==> src/rtl/perceptron_feeder.sv <==
// Initiator for the perceptron en/ready interface. It presents each stored labelled
// pattern, captures the class/accumulator result and keeps per-run match/error tallies.
module perceptron_feeder #(
    parameter int WIDTH    = 25,
    parameter int SET_SIZE = 20,
    parameter int MIN_HOLD = 6,
    parameter int GAP      = 4,
    parameter int TIMEOUT  = 255,
    localparam int AW      = $clog2(SET_SIZE),
    localparam int ACC_W   = $clog2(WIDTH),
    localparam int CW      = $clog2(SET_SIZE + 1)
) (
    input  logic             clk,
    input  logic             rst_n,
    input  logic             wr_en,
    input  logic [AW-1:0]    wr_addr,
    input  logic [WIDTH+1:0] wr_data,
    input  logic             start,
    output logic [WIDTH-1:0] p_in,
    output logic             p_en,
    input  logic             p_ready,
    input  logic [1:0]       p_out,
    input  logic [ACC_W-1:0] p_acc,
    output logic             busy,
    output logic             done,
    output logic             res_valid,
    output logic [AW-1:0]    res_idx,
    output logic [1:0]       res_out,
    output logic [ACC_W-1:0] res_acc,
    output logic             res_match,
    output logic [CW-1:0]    match_cnt,
    output logic [CW-1:0]    err_cnt,
    output logic             timeout,
    output logic [2:0]       dbg_state
);

    localparam int CNT_W = $clog2(TIMEOUT + 1);

    typedef enum logic [2:0] {
        S_IDLE    = 3'd0,
        S_ISSUE   = 3'd1,
        S_WAIT    = 3'd2,
        S_CAPTURE = 3'd3,
        S_GAP     = 3'd4,
        S_DONE    = 3'd5
    } state_t;

    state_t state_q, state_d;

    logic [WIDTH+1:0] mem [SET_SIZE];
    logic [AW-1:0]    idx_q;
    logic [CNT_W-1:0] cnt_q;
    logic [1:0]       label_q;
    logic [1:0]       res_out_q;
    logic [ACC_W-1:0] res_acc_q;
    logic             to_q;
    logic             accept;
    logic             wait_expired;
    logic             gap_end;
    logic             sample_match;

    // Handshake: p_en rises with p_in stable and stays high until the result is captured;
    // p_ready is only believed once p_en has been held MIN_HOLD cycles, and is sampled on
    // the edge that ends the WAIT state. p_en drops after CAPTURE and stays low GAP cycles.
    assign accept       = (state_q == S_WAIT) && p_ready && (cnt_q >= CNT_W'(MIN_HOLD));
    assign wait_expired = (state_q == S_WAIT) && (cnt_q == CNT_W'(TIMEOUT - 1));
    assign gap_end      = (state_q == S_GAP) && (cnt_q == CNT_W'(GAP - 1));
    assign sample_match = !to_q && (res_out_q == label_q);

    always_ff @(posedge clk or negedge rst_n) begin
        if (!rst_n) state_q <= S_IDLE;
        else        state_q <= state_d;
    end

    always_comb begin
        state_d = state_q;
        case (state_q)
            S_IDLE:    if (start) state_d = S_ISSUE;
            S_ISSUE:   state_d = S_WAIT;
            S_WAIT:    if (accept || wait_expired) state_d = S_CAPTURE;
            S_CAPTURE: state_d = S_GAP;
            S_GAP: begin
                if (gap_end) state_d = (idx_q == AW'(SET_SIZE - 1)) ? S_DONE : S_ISSUE;
            end
            S_DONE:    state_d = S_IDLE;
            default:   state_d = S_IDLE;
        endcase
    end

    // Sample memory carries no reset; the loader fills it before the first run.
    always_ff @(posedge clk) begin
        if (wr_en && !busy && ({1'b0, wr_addr} < (AW + 1)'(SET_SIZE)))
            mem[wr_addr] <= wr_data;
    end

    always_ff @(posedge clk or negedge rst_n) begin
        if (!rst_n) begin
            idx_q     <= '0;
            cnt_q     <= '0;
            p_in      <= '0;
            label_q   <= '0;
            res_out_q <= '0;
            res_acc_q <= '0;
            to_q      <= 1'b0;
            timeout   <= 1'b0;
            match_cnt <= '0;
            err_cnt   <= '0;
        end else begin
            case (state_q)
                S_IDLE: begin
                    if (start) begin
                        idx_q     <= '0;
                        match_cnt <= '0;
                        err_cnt   <= '0;
                        timeout   <= 1'b0;
                    end
                end
                S_ISSUE: begin
                    p_in    <= mem[idx_q][WIDTH-1:0];
                    label_q <= mem[idx_q][WIDTH+1:WIDTH];
                    cnt_q   <= '0;
                end
                S_WAIT: begin
                    cnt_q <= cnt_q + CNT_W'(1);
                    if (accept) begin
                        res_out_q <= p_out;
                        res_acc_q <= p_acc;
                        to_q      <= 1'b0;
                    end else if (wait_expired) begin
                        res_out_q <= '0;
                        res_acc_q <= '0;
                        to_q      <= 1'b1;
                        timeout   <= 1'b1;
                    end
                end
                S_CAPTURE: begin
                    cnt_q <= '0;
                    if (sample_match) match_cnt <= match_cnt + CW'(1);
                    else              err_cnt   <= err_cnt + CW'(1);
                end
                S_GAP: begin
                    cnt_q <= cnt_q + CNT_W'(1);
                    if (gap_end && (idx_q != AW'(SET_SIZE - 1))) idx_q <= idx_q + AW'(1);
                end
                default: ;
            endcase
        end
    end

    assign p_en      = (state_q == S_WAIT) || (state_q == S_CAPTURE);
    assign busy      = (state_q != S_IDLE);
    assign done      = (state_q == S_DONE);
    assign res_valid = (state_q == S_CAPTURE);
    assign res_idx   = idx_q;
    assign res_out   = res_out_q;
    assign res_acc   = res_acc_q;
    assign res_match = res_valid && sample_match;
    assign dbg_state = state_q;

endmodule

==> config.mk <==
export PLATFORM = sky130hd
export DESIGN_NAME = perceptron_feeder
export DESIGN_NICKNAME = d
export VERILOG_FILES = /design/src/rtl/perceptron_feeder.sv
export SDC_FILE = /design/constraint.sdc
export NUM_CORES = 1
export LEC_CHECK = 0
export BUFFER_PORTS_ARGS = -buffer_cell sky130_fd_sc_hd__clkbuf_2
export CAP_MARGIN = 20
export CORE_MARGIN = 5
export CORE_UTILIZATION = 45
export DETAILED_ROUTE_END_ITERATION = 8
export GPL_ROUTABILITY_DRIVEN = 0
export GPL_TIMING_DRIVEN = 0
export PLACE_DENSITY = 0.69
export SKIP_LAST_GASP = 1
export SLEW_MARGIN = 20
export SYNTH_ARGS = -nofsm -noshare
export SYNTH_HDL_FRONTEND = slang
export SYNTH_SLANG_ARGS = --single-unit
==> constraint.sdc <==
create_clock -name clk -period 6.2 [get_ports clk]
set_input_delay 1.24 -clock clk [delete_from_list [all_inputs] [get_ports clk]]
set_output_delay 1.24 -clock clk [all_outputs]
set_load 0.005 [all_outputs]
# Word-level counts from Yosys, hierarchy flattened
# Memory sizes are Yosys's and may differ from the RTL's. A register that Yosys moved wholly into a read port is not among the register bits.
# Index checks and enable logic that the tools add are counted.
[op_classes]
addsub = 4
magnitude_cmp = 2
n_eq_ne = 18
muxes = 24
n_reduce_logical = 29
[op_table]
columns = ["operator", "count"]
rows = [
  ["2-to-1 mux 5 bit", 6],
  ["one-hot mux 5 bit (2 select lines)", 3],
  ["one-hot mux 8 bit (2 select lines)", 1],
  ["adder 5 x 1 -> 5 bit, second input constant", 3],
  ["one-hot mux 3 bit (5 select lines)", 1],
  ["2-to-1 mux 3 bit", 4],
  ["AND reduction 3 bit", 4],
  ["inequality test 2 bit, second input constant", 5],
  ["nonzero test 2 bit", 5],
  ["logical AND 1 bit", 9],
  ["adder 8 x 1 -> 8 bit, second input constant", 1],
  ["equality test 8 x 2 -> 1 bit, second input constant", 1],
  ["equality test 8 bit, second input constant", 1],
  ["greater-or-equal comparator 8 x 3 -> 1 bit, second input constant", 1],
  ["equality test 3 x 2 -> 1 bit, second input constant", 2],
  ["equality test 3 bit, second input constant", 2],
  ["2-to-1 mux 1 bit", 6],
  ["inequality test 2 x 1 -> 1 bit, second input constant", 3],
  ["equality test 5 bit, second input constant", 1],
  ["less-than comparator 5 bit, second input constant", 1],
  ["inequality test 5 bit, second input constant", 1],
  ["2-to-1 mux 2 bit", 2],
  ["AND reduction 4 bit", 1],
  ["OR reduction 2 bit", 2],
  ["8 further kinds", 11],
]
[totals]
regBits = 35
ramBits = 540
output_inout_bits = 56
elab_cells = 87
mem_count = 1
[memory_table]
columns = ["name", "depth", "width", "rd", "rd_clocked_by_memory_dff", "write_ports", "line_no", "source"]
rows = [
  ["mem", 20, 27, 1, 1, 1, "50", "logic [WIDTH+1:0] mem [SET_SIZE];"],
]

# Longest topological paths before layout
# Gate-level depths: netlist (run 1).
[depth]
ltp_word = 6
depth_mapped = 8
mapped_depth_nobuf = 6

# Least setup slack after synthesis (run 1)
# OpenSTA, ideal clock, no wires.
[synth_timing]
path_kind = "input -> register"
startpoint = "input wr_addr[4]"
endpoint = "memory mem[4][0] (netlist bit) (enable)"
setup_ns = 0.445
t_arrival_ns = 3.644
t_required_ns = 5.755
path_slack_ns = 2.111
stages = 3
path_cell_list = "nor3b_1 -> nand3b_1 -> nor3_1"
[synth_via]
elab_chain_len = 4
[synth_rtl]
columns = ["item", "line_no", "source"]
rows = [
  ["start: declaration", "16", "input logic [AW-1:0] wr_addr,"],
  ["less-than comparator 5 bit", "92", "if (wr_en && !busy && ({1'b0, wr_addr} < (AW + 1)'(SET_SIZE)))"],
  ["logical AND 1 bit", "92", ""],
  ["2-to-1 mux 1 bit", "92", ""],
  ["2-to-1 mux 1 bit (not written as such)", "93", "mem[wr_addr] <= wr_data;"],
  ["end: declaration", "50", ""],
]
# Parallel ways exist; a longest one is shown, timed or not.

# Worst setup path after layout (run 1)
[layout_timing]
startpoint = "register state_q[1] (netlist: dbg_state[1])"
endpoint = "memory mem[4][16] (netlist bit) (enable)"
[layout_via]
elab_chain_len = 6
[layout_rtl]
columns = ["item", "line_no", "source"]
rows = [
  ["start: declaration", "48", "state_t state_q, state_d;"],
  ["start signal: assignment", "72", "else state_q <= state_d;"],
  ["nonzero test 3 bit", "151", "assign busy = (state_q != S_IDLE);"],
  ["zero test 1 bit", "92", ""],
  ["logical AND 1 bit (2 in a row)", "92", ""],
  ["2-to-1 mux 1 bit", "92", ""],
  ["2-to-1 mux 1 bit (not written as such)", "93", ""],
]
# Every way passes these cells.

==> results.cfg, run 1 <==
[route]
drt-pass1-iter-count = 5
wl_per_cell_um = 25.85
vias = 12481
viasPerCell = 5.846
drt_first_iter_violations = 1259
wirelength_um = 55190
drc = 0
antenna_left = 0

[timing]
rsz0062_at_grt = false
worst_pin_slew_ps = 1158
clock_skew_ps = 30.04
setup_viol = 0
finalCriticalPeriod_ps = 3966
fmax_mhz = 252.1
maxSlewHeadroom_pct = 22.54
setup_tns_ps = 0
finalMaxSlewViolations = 0
hold_viol = 0
finalCritPeriodShare_pct = 63.97
worst_slack_ps = 2234

[floorplan]
die_h_um = 237.1
initial_core_util_pct = 45.34
die_x_um = 237.1
dieArea_um2 = 56230
rows = 83
core_um2 = 51200
ioPinCount = 100

[worst_hold_path]
hold_path.class = flop to flop

[clock_network]
worstSkewPairLatency_ps = 630
cts_num_sinks = 602
h-tree-depth = 2
hold_buffers = 0
clock-root-buffer = clkbuf_16
cts_tree = yes
cts_resized = 0
post_cts_buffers = 0
clockBufferDepth = 3
path_clk_slew_ps = 60
numCtsBuffers = 58

[pwr]
power_density_nw_per_um2 = 346.2
power_mw = 9.414
p_leak_nw = 8.766
vdd_drop_max_mv = 0.2538

[place]
dp.cells = 2025
portBuffers = 98
hpwl_um = 36540
post_dp_cell_area_um2 = 25240
pre_cts_ws_ps = 2175

[critical_path]
cp-start-kind = flop
r2r_slack_ps = 2230
crit_type = flop to flop
reg2reg_depth = 8
reg2reg_from = dbg_state[1]
critPathLaunch = dbg_state[1]
cp.arrival_ps = 4300
crit_path_end = mem[4][16]
critPathMaxFanout = 8
critical_path_required_ps = 6530
r2r_end = mem[4][16]
critPathCaptureType = flop

[global_route]
grt_max_degree = 33
grt_remaining_overflow = 0
grt_usage_pct = 19.40
grt_pass1_wl_um = 82460
antenna_found_initial = 0
grt_pass1_vias = 12848

[synthesis]
synth.distinct_cells = 56
synth_edf_count = 540
syn-num-nets = 1264
synthesis.area_um2 = 23210
yosys_warnings = 0
synth.avg_cell_area_um2 = 19.10
ys_seq_area_share_pct = 76.54
ys_ff_latch = 602
syn_inst = 1215
synthArstFlopShare_pct = 10.30
synthFlopType = edfxtp_1

[finish]
n_antenna_cell = 0
areaGrowthSynthToFinish_pct = 17.15
stdcell_count = 2135
layout-drive-gt1-share_pct = 24.81
fin_area_um2 = 27190
nNetsFinal = 1454
final_common_cell = edfxtp_1
final_cell_mix = edfxtp_1 (540), mux2i_1 (110), clkbuf_2 (97)

[flow_run]
drv_cap = 0

[run_status]
outcome = completed
-- worst min-delay path by stage --
stage | startpoint | endpoint | slack, ps | cells past startpoint
6_report | res_acc[1] | res_acc[1] | 510 | 1
5_1_grt | res_acc[4] | res_acc[4] | 530 | 1
4_1_cts | res_acc[1] | res_acc[1] | 510 | 1
3_5_place_dp | res_acc[1] | res_acc[1] | 500 | 1
3_3_place_gp | match_cnt[4] | match_cnt[4] | 460 | 1
2_1_floorplan | cnt_q[7] | cnt_q[7] | 470 | 1
-- routing by layer --
metal  routed length, um  part of all wire (%)  vias up  GRT usage (%)
met5                   0                     0        -              0
met4                1302                   2.4        0          5.108
met2               27450                    50      482          32.30
met3                3805                   6.9       84          3.517
li1                    -                     -     5373              -
met1               22630                    41     6542          26.78
-- cells by family (layout without fill, tap and decap cells) --
group           Yosys count  count (layout)  share of synthesized area, %
mux                     196             196                         13.09
compound gates          184             184                         5.315
buf+inv                  78             318                         1.396
xor+xnor                  4               4                        0.1510
simple gates            146             146                         3.240
flops                   602             602                         76.54
fa+ha+maj                 5               5                        0.2695
-- registers in the layout, indices dropped and copies added, names as in the netlist, 3 cells and up --
name / count
cnt_q: 8
dbg_state: 3
err_cnt: 5
match_cnt: 5
mem: 540
p_in: 25
res_acc: 5
res_idx: 5
-- critical path, stage by stage (launching register included) --
cell      delay, ps
dfrtp_1         370
clkbuf_1        200
nor3_1          500
inv_1           160
nor3b_1         660
nand3b_1        480
nor3_2          760
buf_4           340
buf_4           220
-- power breakdown --
group	switching [mW]	total (mW)	internal, mW
combinational	0.626	1.06	0.436
clock	1.51	3.61	2.10
sequential	0.137	4.74	4.61
-- cell type report --
type | count | area [um^2]
Buffer | 67 | 284.0
Clock inverter | 35 | 409.1
Sequential cell | 602 | 17770
Multi-Input combinational cell | 535 | 5268
Fill cell | 3921 | 24000
Clock buffer | 75 | 1546
Timing Repair Buffer | 130 | 1027
Tap cell | 680 | 850.8
Inverter | 11 | 41.29
-- per-stage QoR --
step | hold WS, ps | util [%]
global route | 526.7 | 53.11
floorplan | 468.1 | -
finish | 508.3 | 53.11
CTS | 508.2 | 53.11
global placement | 463.9 | 47.96
detailed placement | 495.7 | 49.29
-- Yosys cell counts (all sizes together) (11+ instances only) --
| cell | n | area (um^2) |
|---|---|---|
| a22oi | 25 | 187.7 |
| a31oi | 27 | 168.9 |
| buf | 32 | 151.4 |
| clkbuf | 35 | 131.4 |
| dfrtp | 62 | 1551 |
| edfxtp | 540 | 16220 |
| inv | 11 | 41.29 |
| mux2i | 110 | 1101 |
| mux4 | 86 | 1937 |
| nand2 | 29 | 108.9 |
| nand3 | 11 | 55.05 |
| nor2 | 47 | 176.4 |
| nor3 | 12 | 60.06 |
| o21ai | 16 | 80.08 |
| o22ai | 75 | 469.2 |
(Power assumes the default switching activity.)
==> run 2: changes to the inputs <==
--- a/config.mk
+++ b/config.mk
@@ -12,7 +12,7 @@
 export DETAILED_ROUTE_END_ITERATION = 8
 export GPL_ROUTABILITY_DRIVEN = 0
 export GPL_TIMING_DRIVEN = 0
-export PLACE_DENSITY = 0.69
+export PLACE_DENSITY = 0.72
 export SKIP_LAST_GASP = 1
 export SLEW_MARGIN = 20
 export SYNTH_ARGS = -nofsm -noshare
==> constraint.sdc (replaced) <==
create_clock -name clk -period 3.6 [get_ports clk]
set_input_delay 0.72 -clock clk [delete_from_list [all_inputs] [get_ports clk]]
set_output_delay 0.72 -clock clk [all_outputs]
set_load 0.005 [all_outputs]
==> run 2 against run 1 <==
- clock skew fell by 6.7 ps
- setup slack got worse by 2000 ps
- sequential share of layout area fell by 0.31 points
- sequential power rose by 73%
- combinational power rose by 78%
- power rose by 72%
- flip-flop and latch count did not move
- first-iteration DRC count rose by 4.4%
- via count rose by 1.8%
- largest cell class unchanged
- largest power group unchanged
==> results.cfg, run 2 (synthesis gave the netlist of run 1 again) <==
[run_status]
outcome = completed

[finish]
stdcell_count = 2132
fin_area_um2 = 27320
nNetsFinal = 1453
final_cell_mix = edfxtp_1 (540), mux2i_1 (110), clkbuf_2 (97)
largest_register_ffs = 540
nFillCells = 3887
reg_top3 = mem: 540 flops, p_in: 25 flops, cnt_q: 8 flops
layout-drive-gt1-share_pct = 24.79
multi_input_area_um2 = 5310
final_core_util_pct = 53.36
n_antenna_cell = 0
areaGrowthSynthToFinish_pct = 17.70
seqCellArea_um2 = 17770
top_register = mem
final_common_cell = edfxtp_1

[critical_path]
critPathMaxFanout = 16
cp-start-kind = flop
cp.arrival_ps = 3650
r2r_slack_ps = 250
critPathCaptureType = flop
crit_type = flop to flop
critical_path_required_ps = 3900

[route]
antenna_left = 0
vias = 12704
viasPerCell = 5.959
wirelength_um = 54690
drt_first_iter_violations = 1315
drc = 0
drt-pass1-iter-count = 5
wl_per_cell_um = 25.65

[place]
portBuffers = 98
dp.cells = 2022
hpwl_um = 35680
post_dp_cell_area_um2 = 25330

[timing]
fmax_mhz = 299.0
finalMaxSlewViolations = 0
clock_skew_ps = 23.37
rsz0062_at_grt = false
maxSlewHeadroom_pct = 30.47
hold_slack_ps = 92.17
hold_viol = 0
setup_tns_ps = 0
finalCritPeriodShare_pct = 92.92
worst_pin_slew_ps = 1039
setup_viol = 0
finalCriticalPeriod_ps = 3345

[floorplan]
die_h_um = 237.1
initial_core_util_pct = 45.34
core_um2 = 51200
dieArea_um2 = 56230
die_x_um = 237.1
ioPinCount = 100
rows = 83

[pwr]
p_sw_mw = 3.921
vdd_drop_max_mv = 0.4379
internal_power_mw = 12.31
combPwrFrac_pct = 11.7
swShare_pct = 24.16
p_leak_nw = 8.787
seqPwrFrac_pct = 50.4
power_density_nw_per_um2 = 594.2
clkPwrFrac_pct = 38.0

[clock_network]
path_clk_slew_ps = 60
numCtsBuffers = 57
clock-root-buffer = clkbuf_16
h-tree-depth = 2
cts_num_sinks = 602
clockBufferDepth = 3
worstSkewPairLatency_ps = 610
cts_tree = yes

[global_route]
grt_pass1_vias = 12862
antenna_found_initial = 0
grt_max_degree = 42
grt_usage_pct = 19.22
grt_pass1_wl_um = 81990
grt_remaining_overflow = 0

[worst_hold_path]
hold_path.class = input pin to asynchronous set/reset pin

[flow_run]
drv_cap = 0
-- run 2: cell types whose count changed in the layout (fill, tap and decap cells not counted), moves of 2 or more --
cell	delta
buf_4	-8
buf_8	+7
nor3_4	+5
buf_12	-4
buf_16	+4
clkinv_2	-4
nor3_2	-4
clkbuf_8	+2
clkinv_1	-2
clkinvlp_4	+2
-- run 2: cell type report --
type,instances,share of cell area [%]
Inverter,11,0.1511
Buffer,67,1.035
Timing Repair Buffer,130,4.076
Tap cell,680,3.114
Clock buffer,76,5.670
Clock inverter,31,1.488
Multi-Input combinational cell,535,19.44
Sequential cell,602,65.03
-- run 2: final timing paths --
| kind | end | startpoint | cells after the start |
|---|---|---|---|
| min in group clk | res_out[0] | p_out[0] | 3 |
| worst min-delay path | label_q[1] | rst_n | 1 |
| max in group asynchronous | p_in[20] | rst_n | 2 |
| worst max-delay path | mem[5][20] | dbg_state[1] | 7 |
| worst max register to register | mem[5][20] | dbg_state[1] | 7 |
| worst min register to register | match_cnt[4] | match_cnt[4] | 1 |
-- run 2: power by group through the flow --
stage	sequential [mW]	combinational (mW)	clock, mW
floorplan	8.26	1.04	0
global placement	8.30	1.77	0
detailed placement	8.32	1.87	0
CTS	8.17	1.89	6.26
global route	8.21	2.07	6.56
finish	8.18	1.89	6.16
-- run 2: critical path, cell delays in order (launching register included) --
cell and delay (ps):
dfrtp_1 370, clkbuf_1 220, nor3_4 540, inv_1 110
nor3b_1 420, nand3b_1 460, nor2_4 680, buf_16 230
-- run 2: routing by layer --
metal / track usage (%) / vias to the layer above / wire (um)
met3: 4.775 / 89 / 5405
met2: 30.35 / 636 / 25840
met1: 27.43 / 6599 / 22360
met4: 4.530 / 0 / 1079
li1: - / 5380 / -
met5: 0 / - / 0
-- run 2: timing repair --
item | CTS | global route
setup endpoints to repair | 2 | 115
pin swaps | 1 | 1
buffers inserted | 1 | 2
resized for setup | 0 | 2
hold buffers | 0 | 0
-- run 2: through the flow --
step                      setup slack [ps]  power, mW
after floorplan                      215.4      9.305
after global placement               -2889      10.07
after detailed placement             3.614      10.19
after CTS                            96.47      16.33
after global routing                 87.89      16.84
final                                255.0      16.23
==> run 3: changes to the inputs <==
==> constraint.sdc (replaced) <==
create_clock -name clk -period 3.6 [get_ports clk]
set_input_delay 0.36 -clock clk [delete_from_list [all_inputs] [get_ports clk]]
set_output_delay 0.36 -clock clk [all_outputs]
set_load 0.005 [all_outputs]
==> run 3 against run 2 <==
- wire length is essentially flat
- clock-buffer cell count stayed put
- power hardly changed
- die area is the same
- sequential power barely moved
- core utilization barely moved
- critical endpoint unchanged
- largest power group unchanged
- clock skew fell by 2.6 ps
- critical path type unchanged
==> results.cfg, run 3 (synthesis gave the netlist of run 1 again) <==
[floorplan]
initial_core_util_pct = 45.34
dieArea_um2 = 56230
rows = 83
core_um2 = 51200
die_h_um = 237.1
ioPinCount = 100
die_x_um = 237.1

[route]
top_layer = met4
wl_met3_um = 5133
drc = 0
wl_met2_um = 25970
drt_first_iter_violations = 1314
wirelength_um = 54730
antenna_left = 0
wl_per_cell_um = 25.66
vias = 12667
wl_met1_um = 22620
viasPerCell = 5.939
drt-pass1-iter-count = 5

[timing]
finalMaxSlewViolations = 0
clock_skew_ps = 20.80
finalCritPeriodShare_pct = 92.80
rsz0062_at_grt = false
setup_viol = 0
finalCriticalPeriod_ps = 3341
worst_slack_ps = 259.2
worst_pin_slew_ps = 1037
fmax_mhz = 299.3
hold_viol = 0
maxSlewHeadroom_pct = 30.63
setup_tns_ps = 0

[pwr]
vdd_drop_max_mv = 0.4363
internal_power_mw = 12.31
combPwrFrac_pct = 11.7
p_sw_mw = 3.921
clkPwrFrac_pct = 38.0
p_leak_nw = 8.791
power_density_nw_per_um2 = 594.0
seqPwrFrac_pct = 50.4
swShare_pct = 24.15

[critical_path]
cp_top_family = simple AND/OR/NAND/NOR gates
cp.arrival_ps = 3640
crit_slowest_cell = nor2_4
reg2reg_from = dbg_state[1]
critPathMaxFanout = 16
critPathLaunch = dbg_state[1]
crit_type = flop to flop
critPathBufInv = 3
critPathMaxStageDelay_ps = 690
critPathCaptureType = flop
crit_chain = clkbuf_1 > nor3_4 > inv_1 > nor3b_1 > nand3b_1 > nor2_4 > buf_16
critical_path_required_ps = 3900
cp-start-kind = flop

[finish]
n_antenna_cell = 0
largest_register_ffs = 540
areaGrowthSynthToFinish_pct = 17.74
stdcell_count = 2133
fin_area_um2 = 27330
top_register = mem
layout-drive-gt1-share_pct = 24.78
final_cell_mix = edfxtp_1 (540), mux2i_1 (110), clkbuf_2 (97)
final_common_cell = edfxtp_1
nNetsFinal = 1454
nFillCells = 3887
reg_top3 = mem: 540 flops, p_in: 25 flops, cnt_q: 8 flops
final_core_util_pct = 53.38

[place]
pre_cts_ws_ps = 3.614
portBuffers = 98
post_dp_cell_area_um2 = 25330
dp.cells = 2022
hpwl_um = 35680

[global_route]
grt_usage_pct = 19.22
grt_pass1_wl_um = 81990
grt_remaining_overflow = 0
grt_max_degree = 42
antenna_found_initial = 0
grt_pass1_vias = 12862

[worst_hold_path]
hold_path.class = input pin to flop
min-delay-start = p_out[0]

[clock_network]
cts_tree = yes
path_clk_slew_ps = 60
cts_num_sinks = 602
worstSkewPairLatency_ps = 610
clock-root-buffer = clkbuf_16
h-tree-depth = 2
clockBufferDepth = 3
numCtsBuffers = 57

[flow_run]
drv_cap = 0

[run_status]
outcome = completed
run 3: stage by stage:
stage | hold slack (ps) | power [mW]
floorplan | 64.41 | 9.305
global placement | 467.2 | 10.07
detailed placement | 359.1 | 10.19
CTS | 28.21 | 16.33
global route | 55.54 | 16.84
finish | 65.60 | 16.23
run 3: final timing paths:
path	to	slack [ps]	cells past startpoint
max	mem[5][20]	260	7
min	res_out[0]	70	3
max reg2reg	mem[5][20]	260	7
min reg2reg	match_cnt[4]	500	1
max in group asynchronous	p_in[20]	2720	3
min in group asynchronous	match_cnt[4]	270	2
run 3: timing repair:
| action | 4_1_cts | 5_1_grt |
|---|---|---|
| endpoints found under the setup margin | 2 | 115 |
| hold buffers | 1 | 0 |
| pin swaps | 1 | 1 |
| buffers inserted | 1 | 2 |
| gates resized for setup | 0 | 2 |
| endpoints found under the hold margin | 21 | 0 |
run 3: cell type report:
type,count,area (um^2),share of cell area [%]
Buffer,67,282.8,1.035
Clock buffer,76,1549,5.667
Clock inverter,31,406.6,1.488
Inverter,11,41.29,0.1511
Multi-Input combinational cell,535,5310,19.43
Sequential cell,602,17770,65.01
Tap cell,680,850.8,3.113
Timing Repair Buffer,131,1124,4.111
run 3: worst min-delay path: cells and delay by family:
kind	cells	cell delay, ps
AOI/OAI and AO/OA	2	200
buffers and inverters	1	80
run 3: power by group through the flow:
| stage | combinational, mW | clock (mW) | sequential (mW) |
|---|---|---|---|
| 2_1_floorplan | 1.04 | 0 | 8.26 |
| 3_3_place_gp | 1.77 | 0 | 8.30 |
| 3_5_place_dp | 1.87 | 0 | 8.32 |
| 5_1_grt | 2.07 | 6.56 | 8.21 |
| 4_1_cts | 1.89 | 6.26 | 8.17 |
| 6_report | 1.89 | 6.17 | 8.18 |
run 3: per-layer routing:
metal	global-route usage [%]	up-vias
li1	-	5386
met5	0	-
met4	4.530	0
met2	30.35	614
met1	27.43	6587
met3	4.764	80
